**config.mk**
```make
export PLATFORM = sky130hd
export DESIGN_NAME = sram_arb
export DESIGN_NICKNAME = d
export VERILOG_FILES = /design/src/rtl/sram_arb.sv
export SDC_FILE = /design/constraint.sdc
export NUM_CORES = 1
export LEC_CHECK = 0
export BUFFER_PORTS_ARGS = -buffer_cell sky130_fd_sc_hd__clkbuf_2
export CELL_PAD_IN_SITES_DETAIL_PLACEMENT = 1
export CELL_PAD_IN_SITES_GLOBAL_PLACEMENT = 1
export CORE_MARGIN = 4
export CORE_UTILIZATION = 32
export CTS_CLUSTER_SIZE = 28
export DETAILED_ROUTE_END_ITERATION = 10
export GPL_TIMING_DRIVEN = 0
export PLACE_DENSITY = 0.8
export SKIP_LAST_GASP = 1
export SYNTH_ARGS = -nofsm -noshare
export SYNTH_HDL_FRONTEND = slang
export SYNTH_SLANG_ARGS = --single-unit
```
**constraint.sdc**
```tcl
create_clock -name clk -period 2.1 [get_ports clk]
set_clock_uncertainty 0.1 [all_clocks]
set_input_delay 0.42 -clock clk [delete_from_list [all_inputs] [get_ports clk]]
set_output_delay 0.42 -clock clk [all_outputs]
set_load 0.005 [all_outputs]
```
**src/rtl/sram_arb.sv**
```systemverilog
// sram_arb -- two-port arbiter in front of a single asynchronous SRAM.
//
// Port A (CPU) and port B (UART control path) each issue single byte
// accesses with a req/ack handshake. A grant latches the winner's address,
// write data and direction into registered SRAM pins, holds the read or
// write strobe for WAIT_CYC cycles, then pulses that port's ack for one
// cycle. Read data is captured on the last strobe cycle and held in the
// port's rdat register until that port's next read completes.
//
// Parameters:
//   WAIT_CYC   strobe width in cycles (1..15)
// Optional feature:
//   SRAM_ARB_RR_EN  when defined, simultaneous requests alternate
//                   (round-robin); otherwise port A has fixed priority.
// Ports:
//   clk, reset              system clock, synchronous active-high reset
//   a_req/a_we/a_addr/a_wdat  port A request, direction, address, data
//   a_ack/a_rdat            port A completion pulse and read data
//   b_*                     port B, same meaning as port A
//   sram_addr/sram_dout     registered SRAM address / write data
//   sram_din                SRAM read data
//   sram_oe/sram_we         registered read / write strobes
module sram_arb #(
  parameter int unsigned WAIT_CYC = 1
) (
  input  logic        clk,
  input  logic        reset,
  input  logic        a_req,
  input  logic        a_we,
  input  logic [18:0] a_addr,
  input  logic [7:0]  a_wdat,
  output logic        a_ack,
  output logic [7:0]  a_rdat,
  input  logic        b_req,
  input  logic        b_we,
  input  logic [18:0] b_addr,
  input  logic [7:0]  b_wdat,
  output logic        b_ack,
  output logic [7:0]  b_rdat,
  output logic [18:0] sram_addr,
  output logic [7:0]  sram_dout,
  input  logic [7:0]  sram_din,
  output logic        sram_oe,
  output logic        sram_we
);

  localparam logic [3:0] LP_WAIT = 4'(WAIT_CYC);

  typedef enum logic [1:0] {
    IDLE,
    ACCESS,
    DONE
  } state_t;

  state_t      r_state, w_state_nxt;
  logic [3:0]  r_cnt, w_cnt_nxt;
  logic        r_sel_b, w_sel_b_nxt;
  logic        r_wr, w_wr_nxt;
  logic [18:0] r_addr, w_addr_nxt;
  logic [7:0]  r_dout, w_dout_nxt;
  logic        r_oe, w_oe_nxt;
  logic        r_we, w_we_nxt;
  logic        r_a_ack, w_a_ack_nxt;
  logic        r_b_ack, w_b_ack_nxt;
  logic [7:0]  r_a_rdat, w_a_rdat_nxt;
  logic [7:0]  r_b_rdat, w_b_rdat_nxt;

  logic        w_gnt_b;
  logic        w_gnt_we;
  logic [18:0] w_gnt_addr;
  logic [7:0]  w_gnt_wdat;

`ifdef SRAM_ARB_RR_EN
  // 1 = port B won the most recent grant
  logic r_last_b, w_last_b_nxt;
  assign w_gnt_b = b_req & (~a_req | ~r_last_b);
`else
  assign w_gnt_b = b_req & ~a_req;
`endif

  assign w_gnt_we   = w_gnt_b ? b_we   : a_we;
  assign w_gnt_addr = w_gnt_b ? b_addr : a_addr;
  assign w_gnt_wdat = w_gnt_b ? b_wdat : a_wdat;

  always_comb begin
    w_state_nxt  = r_state;
    w_cnt_nxt    = r_cnt;
    w_sel_b_nxt  = r_sel_b;
    w_wr_nxt     = r_wr;
    w_addr_nxt   = r_addr;
    w_dout_nxt   = r_dout;
    w_oe_nxt     = 1'b0;
    w_we_nxt     = 1'b0;
    w_a_ack_nxt  = 1'b0;
    w_b_ack_nxt  = 1'b0;
    w_a_rdat_nxt = r_a_rdat;
    w_b_rdat_nxt = r_b_rdat;
`ifdef SRAM_ARB_RR_EN
    w_last_b_nxt = r_last_b;
`endif
    case (r_state)
      IDLE: begin
        if (a_req | b_req) begin
          w_state_nxt = ACCESS;
          w_cnt_nxt   = LP_WAIT;
          w_sel_b_nxt = w_gnt_b;
          w_wr_nxt    = w_gnt_we;
          w_addr_nxt  = w_gnt_addr;
          w_dout_nxt  = w_gnt_wdat;
          w_oe_nxt    = ~w_gnt_we;
          w_we_nxt    = w_gnt_we;
`ifdef SRAM_ARB_RR_EN
          w_last_b_nxt = w_gnt_b;
`endif
        end
      end
      ACCESS: begin
        w_cnt_nxt = (r_cnt != '0) ? r_cnt - 4'd1 : '0;
        // r_cnt counts remaining strobe cycles including the current one
        if (r_cnt <= 4'd1) begin
          w_state_nxt = DONE;
          w_a_ack_nxt = ~r_sel_b;
          w_b_ack_nxt = r_sel_b;
          if (!r_wr) begin
            if (r_sel_b) w_b_rdat_nxt = sram_din;
            else         w_a_rdat_nxt = sram_din;
          end
        end else begin
          w_oe_nxt = ~r_wr;
          w_we_nxt = r_wr;
        end
      end
      DONE:    w_state_nxt = IDLE;
      default: w_state_nxt = IDLE;
    endcase
  end

  always_ff @(posedge clk) begin
    if (reset) begin
      r_state  <= IDLE;
      r_cnt    <= '0;
      r_sel_b  <= 1'b0;
      r_wr     <= 1'b0;
      r_addr   <= '0;
      r_dout   <= '0;
      r_oe     <= 1'b0;
      r_we     <= 1'b0;
      r_a_ack  <= 1'b0;
      r_b_ack  <= 1'b0;
      r_a_rdat <= '0;
      r_b_rdat <= '0;
`ifdef SRAM_ARB_RR_EN
      r_last_b <= 1'b1;
`endif
    end else begin
      r_state  <= w_state_nxt;
      r_cnt    <= w_cnt_nxt;
      r_sel_b  <= w_sel_b_nxt;
      r_wr     <= w_wr_nxt;
      r_addr   <= w_addr_nxt;
      r_dout   <= w_dout_nxt;
      r_oe     <= w_oe_nxt;
      r_we     <= w_we_nxt;
      r_a_ack  <= w_a_ack_nxt;
      r_b_ack  <= w_b_ack_nxt;
      r_a_rdat <= w_a_rdat_nxt;
      r_b_rdat <= w_b_rdat_nxt;
`ifdef SRAM_ARB_RR_EN
      r_last_b <= w_last_b_nxt;
`endif
    end
  end

  assign sram_addr = r_addr;
  assign sram_dout = r_dout;
  assign sram_oe   = r_oe;
  assign sram_we   = r_we;
  assign a_ack     = r_a_ack;
  assign b_ack     = r_b_ack;
  assign a_rdat    = r_a_rdat;
  assign b_rdat    = r_b_rdat;

endmodule
```
# Word level (Yosys, flattened, before mapping)
# Index checks and enable logic that the tools add are counted.
# word_totals
latch_bits	0
n_memories	0
regBits	55
input_bits	68
wordCells	49
romBits	0
out_inout_bits	47
ramBits	0
# classes
n_bitwise	8
eq_ne	3
n_addsub	1
n_reduce_logical	9
magnitude_cmp	1
shifts	0
multipliers	0
n_div	0
n_mux	15
# ops
cell	count
19-bit 2-to-1 mux	1
4-bit 2-to-1 mux	2
8-bit 2-to-1 mux	1
4-bit case mux with 2 select lines	1
4-bit AND reduction	2
1-bit inverter	6
2-bit AND reduction	3
1-bit 2-to-1 mux	5
4-bit by 1-bit <= comparator with 1-bit output (second input constant)	1
2-bit 2-to-1 mux	2
2-bit != test (second input constant)	2
1-bit case mux with 2 select lines	2
2-bit case mux with 2 select lines	1
4-bit nonzero test	1
4-bit by 1-bit subtractor with 4-bit output (second input constant)	1
3-bit OR reduction	1
2-bit by 1-bit == test with 1-bit output (second input constant)	1
2-bit logical NOT	1
2-bit nonzero test	1
1-bit AND	1
1-bit bitwise OR	1

# Logic depth before layout (Yosys ltp)
# Gate-level depths: netlist of the first run.
# depth
word_depth	6
ltp_mapped	6
ltp_nobuf	3

# Worst setup path after synthesis of the first run
# No wires, ideal clock.
# synth_path
path_kind	register -> register
startpoint	reg r_cnt[2]
endpoint	reg r_b_rdat[0] (netlist: b_rdat[0])
path_stages_with_launch	5
path_slack_ns	0.413
arrival_ns	1.468
period_less_slack_ns	1.687
cell_sequence	dfxtp_1 or3_4 or4_4 buf_6 mux2i_1
# synth_via
elab_chain_len	2
# synth_lines
element	line_no	source
from (decl)	56	logic [3:0] r_cnt, w_cnt_nxt;
from (signal assigned)	157	r_cnt <= w_cnt_nxt;
4-bit by 1-bit <= comparator with 1-bit output	120	if (r_cnt <= 4'd1) begin
4-bit AND reduction (no source line)	-	
to (signal assigned)	167	r_b_rdat <= w_b_rdat_nxt;
to (decl)	66	logic [7:0] r_b_rdat, w_b_rdat_nxt;
# Every way passes these cells.
# A chain may end at the register's enable or synchronous reset.

# Worst setup path after layout of the first run
# layout_path
startpoint	reg r_cnt[2]
endpoint	reg r_a_rdat[0] (netlist: a_rdat[0])
# layout_via
elab_chain_len	2
# layout_lines
element	line_no	source
4-bit by 1-bit <= comparator with 1-bit output	120	
4-bit AND reduction (no source line)	-	
to (signal assigned)	166	r_a_rdat <= w_a_rdat_nxt;
to (decl)	65	logic [7:0] r_a_rdat, w_a_rdat_nxt;
# Every way passes these cells.

==> run_summary.xml, run 1 <==
<?xml version="1.0" encoding="UTF-8"?>
<metrics>
  <group name="timing">
    <metric name="setup_ws" unit="ps">223.1</metric>
    <metric name="final-setup-viol-count" unit="">0</metric>
    <metric name="max_freq" unit="GHz">0.5328</metric>
    <metric name="post-route-min-period" unit="ps">1877</metric>
    <metric name="max_slew_margin" unit="%">49.89</metric>
    <metric name="setup_total_negative_slack" unit="ps">0</metric>
    <metric name="max_slew.worst_pin.slew" unit="ps">746.0</metric>
    <metric name="grt_setup_unrepaired" unit="">false</metric>
    <metric name="final.period_utilization" unit="%">89.38</metric>
    <metric name="timing.final.hold_violations" unit="">0</metric>
    <metric name="report.final.slew_viol_count" unit="">0</metric>
  </group>
  <group name="cells_and_area">
    <metric name="non_filler_cell_area_final" unit="mm2">0.003148</metric>
    <metric name="multi_input_area" unit="mm2">0.001127</metric>
    <metric name="post_route_cells_drive_above_1_share" unit="%">34.52</metric>
    <metric name="nNetsFinal" unit="">461</metric>
    <metric name="fillCellCount" unit="">880</metric>
    <metric name="area_growth_syn_to_layout" unit="%">34.26</metric>
    <metric name="layoutNonFillerInstCount" unit="">490</metric>
    <metric name="seq_area" unit="mm2">0.001101</metric>
    <metric name="insertedDiodeCount" unit="">0</metric>
  </group>
  <group name="grt">
    <metric name="groute.usage.overall" unit="%">17.10</metric>
    <metric name="grt.met2_usage" unit="%">27.81</metric>
    <metric name="overflow" unit="">0</metric>
    <metric name="number_of_global_route_vias_before_repair" unit="">2506</metric>
    <metric name="grt_pass1_wl" unit="mm">12.02</metric>
    <metric name="initial_antenna_violation_count" unit="">0</metric>
    <metric name="pin_count_of_the_biggest_net_entering_global_routing" unit="">19</metric>
    <metric name="top_usage_layer" unit="">met2</metric>
    <metric name="met1_usage" unit="%">21.52</metric>
    <metric name="use_met3" unit="%">5.551</metric>
  </group>
  <group name="cts">
    <metric name="clk_root_buffer_cell" unit="">sky130_fd_sc_hd__clkbuf_8</metric>
    <metric name="post_cts_resized" unit="">0</metric>
    <metric name="postCtsHoldBufs" unit="">0</metric>
    <metric name="cts_inserted_buffers" unit="">5</metric>
    <metric name="cts.path.max_buffers" unit="">2</metric>
    <metric name="cts_num_sinks" unit="">55</metric>
    <metric name="postCtsSetupRepairBufs" unit="">0</metric>
    <metric name="cts-htree-levels" unit="">2</metric>
    <metric name="clk_transition_reported_paths" unit="ps">110</metric>
    <metric name="tritoncts_clock_tree" unit="">done</metric>
    <metric name="clk-insertion-delay-late" unit="ps">320</metric>
  </group>
  <group name="floorplan">
    <metric name="die_area" unit="mm2">0.008761</metric>
    <metric name="floorplan.die.height" unit="um">93.60</metric>
    <metric name="start_util" unit="%">33.77</metric>
    <metric name="pin_count" unit="">115</metric>
    <metric name="die_x" unit="um">93.60</metric>
    <metric name="core_area" unit="mm2">0.006944</metric>
    <metric name="cell_rows" unit="">30</metric>
  </group>
  <group name="logic_synthesis">
    <metric name="yosysSeqAreaShare" unit="%">46.96</metric>
    <metric name="ys_top_cells_by_area" unit="">sky130_fd_sc_hd__dfxtp_1 47%, sky130_fd_sc_hd__nand2_1 13%, sky130_fd_sc_hd__a311oi_1 10%, sky130_fd_sc_hd__mux2i_1 6.8%, sky130_fd_sc_hd__a21oi_1 6.4%</metric>
    <metric name="postSynth.asyncResetShare" unit="%">0</metric>
    <metric name="synth_adder_area_share" unit="%">0</metric>
    <metric name="synth.mux.area_fraction" unit="%">6.830</metric>
    <metric name="ys_seq_elements" unit="">55</metric>
    <metric name="synthesis.instances" unit="">273</metric>
    <metric name="netlist-cell-type-count" unit="">34</metric>
    <metric name="synthesis.yosys.warnings" unit="">0</metric>
    <metric name="yosys.area.top_type_share" unit="%">46.96</metric>
    <metric name="synth_top_flop_cell" unit="">sky130_fd_sc_hd__dfxtp_1</metric>
    <metric name="synth.most_common_cell" unit="">sky130_fd_sc_hd__nand2_1</metric>
    <metric name="main_combinational_cell_family_by_area_after_synthesis" unit="">simple AND/OR/NAND/NOR gates</metric>
    <metric name="synth_commonest_cells" unit="">79 x sky130_fd_sc_hd__nand2_1, 55 x sky130_fd_sc_hd__dfxtp_1, 30 x sky130_fd_sc_hd__a21oi_1, 28 x sky130_fd_sc_hd__a311oi_1, 19 x sky130_fd_sc_hd__clkbuf_1</metric>
    <metric name="synth_compound_gate_area_share" unit="%">20.54</metric>
    <metric name="postSynthNetCount" unit="">341</metric>
    <metric name="netlist_area" unit="mm2">0.002345</metric>
    <metric name="synth_top_area_cell" unit="">sky130_fd_sc_hd__dfxtp_1</metric>
    <metric name="post_synth.cell_area_avg" unit="um2">8.589</metric>
    <metric name="yosys.area_share.xor_xnor" unit="%">0</metric>
    <metric name="synth_simple_gate_area_share" unit="%">20.60</metric>
    <metric name="synth_enable_flop_cells" unit="">0</metric>
  </group>
  <group name="critical_path">
    <metric name="crit_path_end_kind" unit="">register</metric>
    <metric name="worst_path_arrival_time" unit="ps">2030</metric>
    <metric name="critical_path.max_fanout" unit="">8</metric>
    <metric name="rrSetupSlack" unit="ps">220</metric>
    <metric name="cp_data_required_time" unit="ps">2250</metric>
    <metric name="critPathKind" unit="">reg2reg</metric>
    <metric name="setup.worst_path.start_class" unit="">register</metric>
    <metric name="r2r.worst_path.cells" unit="">3</metric>
    <metric name="crit_start" unit="">r_cnt[2]</metric>
    <metric name="r2r-start" unit="">r_cnt[2]</metric>
    <metric name="crit-reg2reg-capture" unit="">a_rdat[0]</metric>
  </group>
  <group name="hold_path">
    <metric name="hp-start" unit="">a_wdat[1]</metric>
    <metric name="hold-path-endpoint" unit="">sram_dout[1]</metric>
    <metric name="hold_path_stages" unit="">3</metric>
    <metric name="hold_wc_path_type" unit="">in2reg</metric>
  </group>
  <group name="placed_design">
    <metric name="port-buffer-count" unit="">113</metric>
    <metric name="post_dp_cell_area" unit="mm2">0.003030</metric>
    <metric name="post-place-ws" unit="ps">23.90</metric>
    <metric name="post-place-cells" unit="">482</metric>
    <metric name="post-dp-hpwl" unit="mm">5.737</metric>
    <metric name="last_weighted_congestion_value_of_the_routability_driven_placer" unit="">0.7628</metric>
  </group>
  <group name="pwr">
    <metric name="total_power" unit="W">0.002408</metric>
    <metric name="cellLeakagePower" unit="nW">1.460</metric>
    <metric name="largest_voltage_drop_on_the_vdd_net" unit="uV">293.7</metric>
    <metric name="power-per-cell-area" unit="mW/mm2">764.9</metric>
  </group>
  <group name="routing">
    <metric name="final_antenna_net_count" unit="">0</metric>
    <metric name="post-route-drc-count" unit="">0</metric>
    <metric name="initialDrtViolationCount" unit="">86</metric>
    <metric name="finalWirelength" unit="mm">7.355</metric>
    <metric name="dr_total_vias" unit="">2467</metric>
    <metric name="vias_per_cell" unit="">5.035</metric>
    <metric name="wire_per_inst" unit="um">15.01</metric>
    <metric name="detailedRoute.firstPassIterationCount" unit="">4</metric>
  </group>
  <group name="flow_run">
    <metric name="max_cap_viol_count" unit="">0</metric>
  </group>
  <group name="run_status">
    <metric name="outcome" unit="">complete, no violations</metric>
  </group>
</metrics>
-- critical path, stage by stage (launching register included) --
cell,delay [ps]
sky130_fd_sc_hd__dfxtp_1,360
sky130_fd_sc_hd__or3_4,430
sky130_fd_sc_hd__nor4_4,650
sky130_fd_sc_hd__mux2i_1,270
-- layout make-up --
cell class | instances | area share [%]
repair buffers | 113 | 17.97
flip-flops and latches | 55 | 34.98
clock inverters | 3 | 1.471
multi-input cells | 190 | 35.81
inverters | 3 | 0.3577
clock buffers | 5 | 2.186
well taps | 96 | 3.816
plain buffers | 25 | 3.418
-- worst max-delay path by stage --
stage	to	slack, ps	cells past startpoint
after floorplan	b_rdat[0]	410	4
after CTS	sram_addr[9]	150	5
final	a_rdat[0]	220	3
after detailed placement	sram_dout[6]	20	6
after global routing	sram_addr[2]	70	5
after global placement	sram_addr[6]	60	6
-- power breakdown --
group	total (W)	switching, W	internal [W]	leakage (nW)
Combinational	0.000481	0.000262	0.000219	0.953
Clock	0.000735	0.000375	0.000360	0.0548
Sequential	0.00119	0.0000567	0.00114	0.452
Total	0.00241	0.000694	0.00171	1.46
-- sequential cells by signal, summed over array words and instances (netlist names) --
name	count
sram_we	1
r_sel_b	1
b_rdat	8
sram_oe	1
b_ack	1
r_cnt	4
a_rdat	8
sram_addr	19
r_state	2
sram_dout	8
a_ack	1
r_wr	1
-- stage by stage --
step	utilization [%]	hold slack, ps
2_1_floorplan	-	351.1
3_3_place_gp	43.64	345.5
3_5_place_dp	43.64	355.0
4_1_cts	45.30	228.4
5_1_grt	45.33	227.3
6_report	45.33	236.6
-- logic make-up (layout without fill, tap and decap cells) --
family	count (synthesis)	in the layout
simple gates	105	105
compound gates	69	69
flops	55	55
buf+inv	28	149
mux	16	16
-- layer usage --
metal,share of wire (%),up-vias
met4,1.2,0
met2,45,97
met3,8.6,5
met5,0,-
met1,45,1145
li1,-,1220
-- cells in the final DEF (no fill, tap or decap), types with 3 or more instances in the layout --
master,Yosys,final
sky130_fd_sc_hd__buf_2,5,5
sky130_fd_sc_hd__nor3_1,3,3
sky130_fd_sc_hd__a211oi_1,3,3
sky130_fd_sc_hd__nand2b_1,3,3
sky130_fd_sc_hd__clkbuf_1,19,19
sky130_fd_sc_hd__dfxtp_1,55,55
sky130_fd_sc_hd__nand2_1,79,79
sky130_fd_sc_hd__clkbuf_8,0,5
sky130_fd_sc_hd__clkbuf_2,0,113
sky130_fd_sc_hd__mux2i_1,16,16
sky130_fd_sc_hd__a311oi_1,28,28
sky130_fd_sc_hd__and2_1,4,4
sky130_fd_sc_hd__a21oi_1,30,30
Note: power is estimated with default switching activity, not from simulation.
==> run 2, diff against run 1 <==
Settings changed: BUFFER_PORTS_ARGS -buffer_cell sky130_fd_sc_hd__clkbuf_2 to unset, CORE_UTILIZATION 32 to 34, DONT_BUFFER_PORTS set to 1, PLACE_DENSITY 0.8 to 0.64, SLEW_MARGIN set to 15.
==> run_summary.xml, run 2 (synthesis results as in run 1) <==
<?xml version="1.0" encoding="UTF-8"?>
<metrics>
  <group name="critical_path">
    <metric name="crit_path_end_kind" unit="">register</metric>
    <metric name="crit_path_top_delay_cell" unit="">sky130_fd_sc_hd__nor4_4</metric>
    <metric name="crit_start" unit="">r_cnt[2]</metric>
    <metric name="critical_path.max_fanout" unit="">8</metric>
    <metric name="setup.worst_path.start_class" unit="">register</metric>
    <metric name="cp.depth" unit="">3</metric>
    <metric name="cp_data_required_time" unit="ps">2240</metric>
    <metric name="r2r.worst_path.cells" unit="">3</metric>
    <metric name="critical-path-max-stage-delay" unit="ps">650</metric>
    <metric name="path_delay_family" unit="">simple AND/OR/NAND/NOR gates</metric>
    <metric name="r2r-start" unit="">r_cnt[2]</metric>
    <metric name="worst_path_arrival_time" unit="ps">2050</metric>
    <metric name="critPathKind" unit="">reg2reg</metric>
    <metric name="critical_path.cell_chain" unit="">or3_4 -&gt; nor4_4 -&gt; mux2i_1</metric>
    <metric name="worstPathBufferInverterCount" unit="">0</metric>
  </group>
  <group name="timing">
    <metric name="max_slew.worst_pin.slew" unit="ps">749.0</metric>
    <metric name="post-route-min-period" unit="ps">1909</metric>
    <metric name="timing.final.hold_violations" unit="">0</metric>
    <metric name="final-setup-viol-count" unit="">0</metric>
    <metric name="report.final.slew_viol_count" unit="">0</metric>
    <metric name="final.period_utilization" unit="%">90.89</metric>
    <metric name="grt_setup_unrepaired" unit="">false</metric>
    <metric name="max_freq" unit="GHz">0.5239</metric>
    <metric name="post_route_worst_hold_slack" unit="ps">99.65</metric>
    <metric name="setup_total_negative_slack" unit="ps">0</metric>
    <metric name="max_slew_margin" unit="%">49.69</metric>
  </group>
  <group name="flow_run">
    <metric name="max_cap_viol_count" unit="">0</metric>
  </group>
  <group name="grt">
    <metric name="initial_antenna_violation_count" unit="">0</metric>
    <metric name="number_of_global_route_vias_before_repair" unit="">2181</metric>
    <metric name="groute.usage.overall" unit="%">15.72</metric>
    <metric name="pin_count_of_the_biggest_net_entering_global_routing" unit="">20</metric>
    <metric name="grt_pass1_wl" unit="mm">10.77</metric>
    <metric name="overflow" unit="">0</metric>
  </group>
  <group name="floorplan">
    <metric name="cell_rows" unit="">30</metric>
    <metric name="die_x" unit="um">91.05</metric>
    <metric name="floorplan.die.height" unit="um">91.05</metric>
    <metric name="pin_count" unit="">115</metric>
    <metric name="die_area" unit="mm2">0.008289</metric>
    <metric name="start_util" unit="%">34.70</metric>
    <metric name="core_area" unit="mm2">0.006756</metric>
  </group>
  <group name="cts">
    <metric name="cts.path.max_buffers" unit="">2</metric>
    <metric name="postCtsSetupRepairBufs" unit="">0</metric>
    <metric name="clk_transition_reported_paths" unit="ps">110</metric>
    <metric name="tritoncts_clock_tree" unit="">done</metric>
    <metric name="clk-insertion-delay-late" unit="ps">310</metric>
    <metric name="clk_root_buffer_cell" unit="">sky130_fd_sc_hd__clkbuf_8</metric>
    <metric name="cts_num_sinks" unit="">55</metric>
    <metric name="cts_inserted_buffers" unit="">5</metric>
    <metric name="cts-htree-levels" unit="">2</metric>
  </group>
  <group name="cells_and_area">
    <metric name="nNetsFinal" unit="">348</metric>
    <metric name="post_route_cells_drive_above_1_share" unit="%">8.185</metric>
    <metric name="final_common_cell" unit="">sky130_fd_sc_hd__nand2_1</metric>
    <metric name="insertedDiodeCount" unit="">0</metric>
    <metric name="area_growth_syn_to_layout" unit="%">8.431</metric>
    <metric name="final_util" unit="%">37.63</metric>
    <metric name="most_frequent_cells_in_the_layout" unit="">79 x sky130_fd_sc_hd__nand2_1, 55 x sky130_fd_sc_hd__dfxtp_1, 30 x sky130_fd_sc_hd__a21oi_1</metric>
    <metric name="number_of_flip_flops_in_the_largest_register" unit="">19</metric>
  </group>
  <group name="routing">
    <metric name="vias_per_cell" unit="">5.537</metric>
    <metric name="dr_total_vias" unit="">1999</metric>
    <metric name="finalWirelength" unit="mm">6.608</metric>
    <metric name="wire_per_inst" unit="um">18.30</metric>
    <metric name="detailedRoute.firstPassIterationCount" unit="">4</metric>
    <metric name="initialDrtViolationCount" unit="">46</metric>
    <metric name="final_antenna_net_count" unit="">0</metric>
    <metric name="post-route-drc-count" unit="">0</metric>
  </group>
  <group name="pwr">
    <metric name="largest_voltage_drop_on_the_vdd_net" unit="uV">303.7</metric>
    <metric name="cellLeakagePower" unit="nW">0.9691</metric>
    <metric name="power-per-cell-area" unit="mW/mm2">848.9</metric>
    <metric name="total_power" unit="W">0.002158</metric>
  </group>
  <group name="run_status">
    <metric name="outcome" unit="">complete, no violations</metric>
  </group>
  <group name="placed_design">
    <metric name="port-buffer-count" unit="">0</metric>
    <metric name="last_weighted_congestion_value_of_the_routability_driven_placer" unit="">0.7598</metric>
    <metric name="post-dp-hpwl" unit="mm">4.967</metric>
  </group>
  <group name="hold_path">
    <metric name="hold_wc_path_type" unit="">in2reg</metric>
    <metric name="hp-start" unit="">a_req</metric>
    <metric name="hold_path_stages" unit="">1</metric>
  </group>
</metrics>
## run 2: changes by cell type in the layout (fill, tap and decap cells not counted), sizes merged
cell      change
buf           +1
bufinv        -1
clkbuf      -114
clkinv        +1
clkinvlp      -1
inv           +1
## run 2: worst reg2reg max path, cell delays in order (launching register included)
cell,delay (ps)
sky130_fd_sc_hd__dfxtp_1,360
sky130_fd_sc_hd__or3_4,430
sky130_fd_sc_hd__nor4_4,650
sky130_fd_sc_hd__mux2i_1,300
## run 2: routing by layer
metal | track usage, % | vias up | routed length, um
met3 | 5.800 | 8 | 480
met5 | 0 | - | 0
met4 | 4.271 | 0 | 93
met2 | 27.04 | 66 | 3205
li1 | - | 988 | -
met1 | 18.32 | 937 | 2828
## run 2: repair_timing
item                       in CTS  in global routing
setup endpoints to repair       0                  7
hold buffers                    0                  0
gates resized for setup         0                  2
## run 2: power breakdown
| group | internal (W) | switching, W | leakage (nW) |
|---|---|---|---|
| Sequential | 0.00114 | 0.0000758 | 0.452 |
| Combinational | 0.000126 | 0.000198 | 0.468 |
| Clock | 0.000246 | 0.000376 | 0.0491 |
| Total | 0.00151 | 0.000650 | 0.969 |
## run 2: worst paths after layout
| kind | end | slack [ps] |
|---|---|---|
| setup reg to reg | a_rdat[3] | 190 |
| hold reg to reg | a_rdat[5] | 390 |
| hold / removal | r_sel_b | 100 |
| setup / recovery | a_rdat[3] | 190 |
## run 2: layout make-up
class | instances | area [um2]
Fill cell | 819 | 4214
Multi-Input combinational cell | 190 | 1127
Sequential cell | 55 | 1101
Buffer | 25 | 107.6
Tap cell | 80 | 100.1
Clock buffer | 5 | 68.82
Clock inverter | 3 | 26.28
Inverter | 3 | 11.26
## run 2: metrics by stage
stage / cells / setup WS (ps) / area, um2
6_report: 361 / 191.3 / 2542
3_5_place_dp: 353 / 153.3 / 2445
5_1_grt: 361 / 105.3 / 2542
4_1_cts: 361 / 160.9 / 2540
3_3_place_gp: 353 / 196.1 / 2445
2_1_floorplan: 273 / 413.1 / 2345
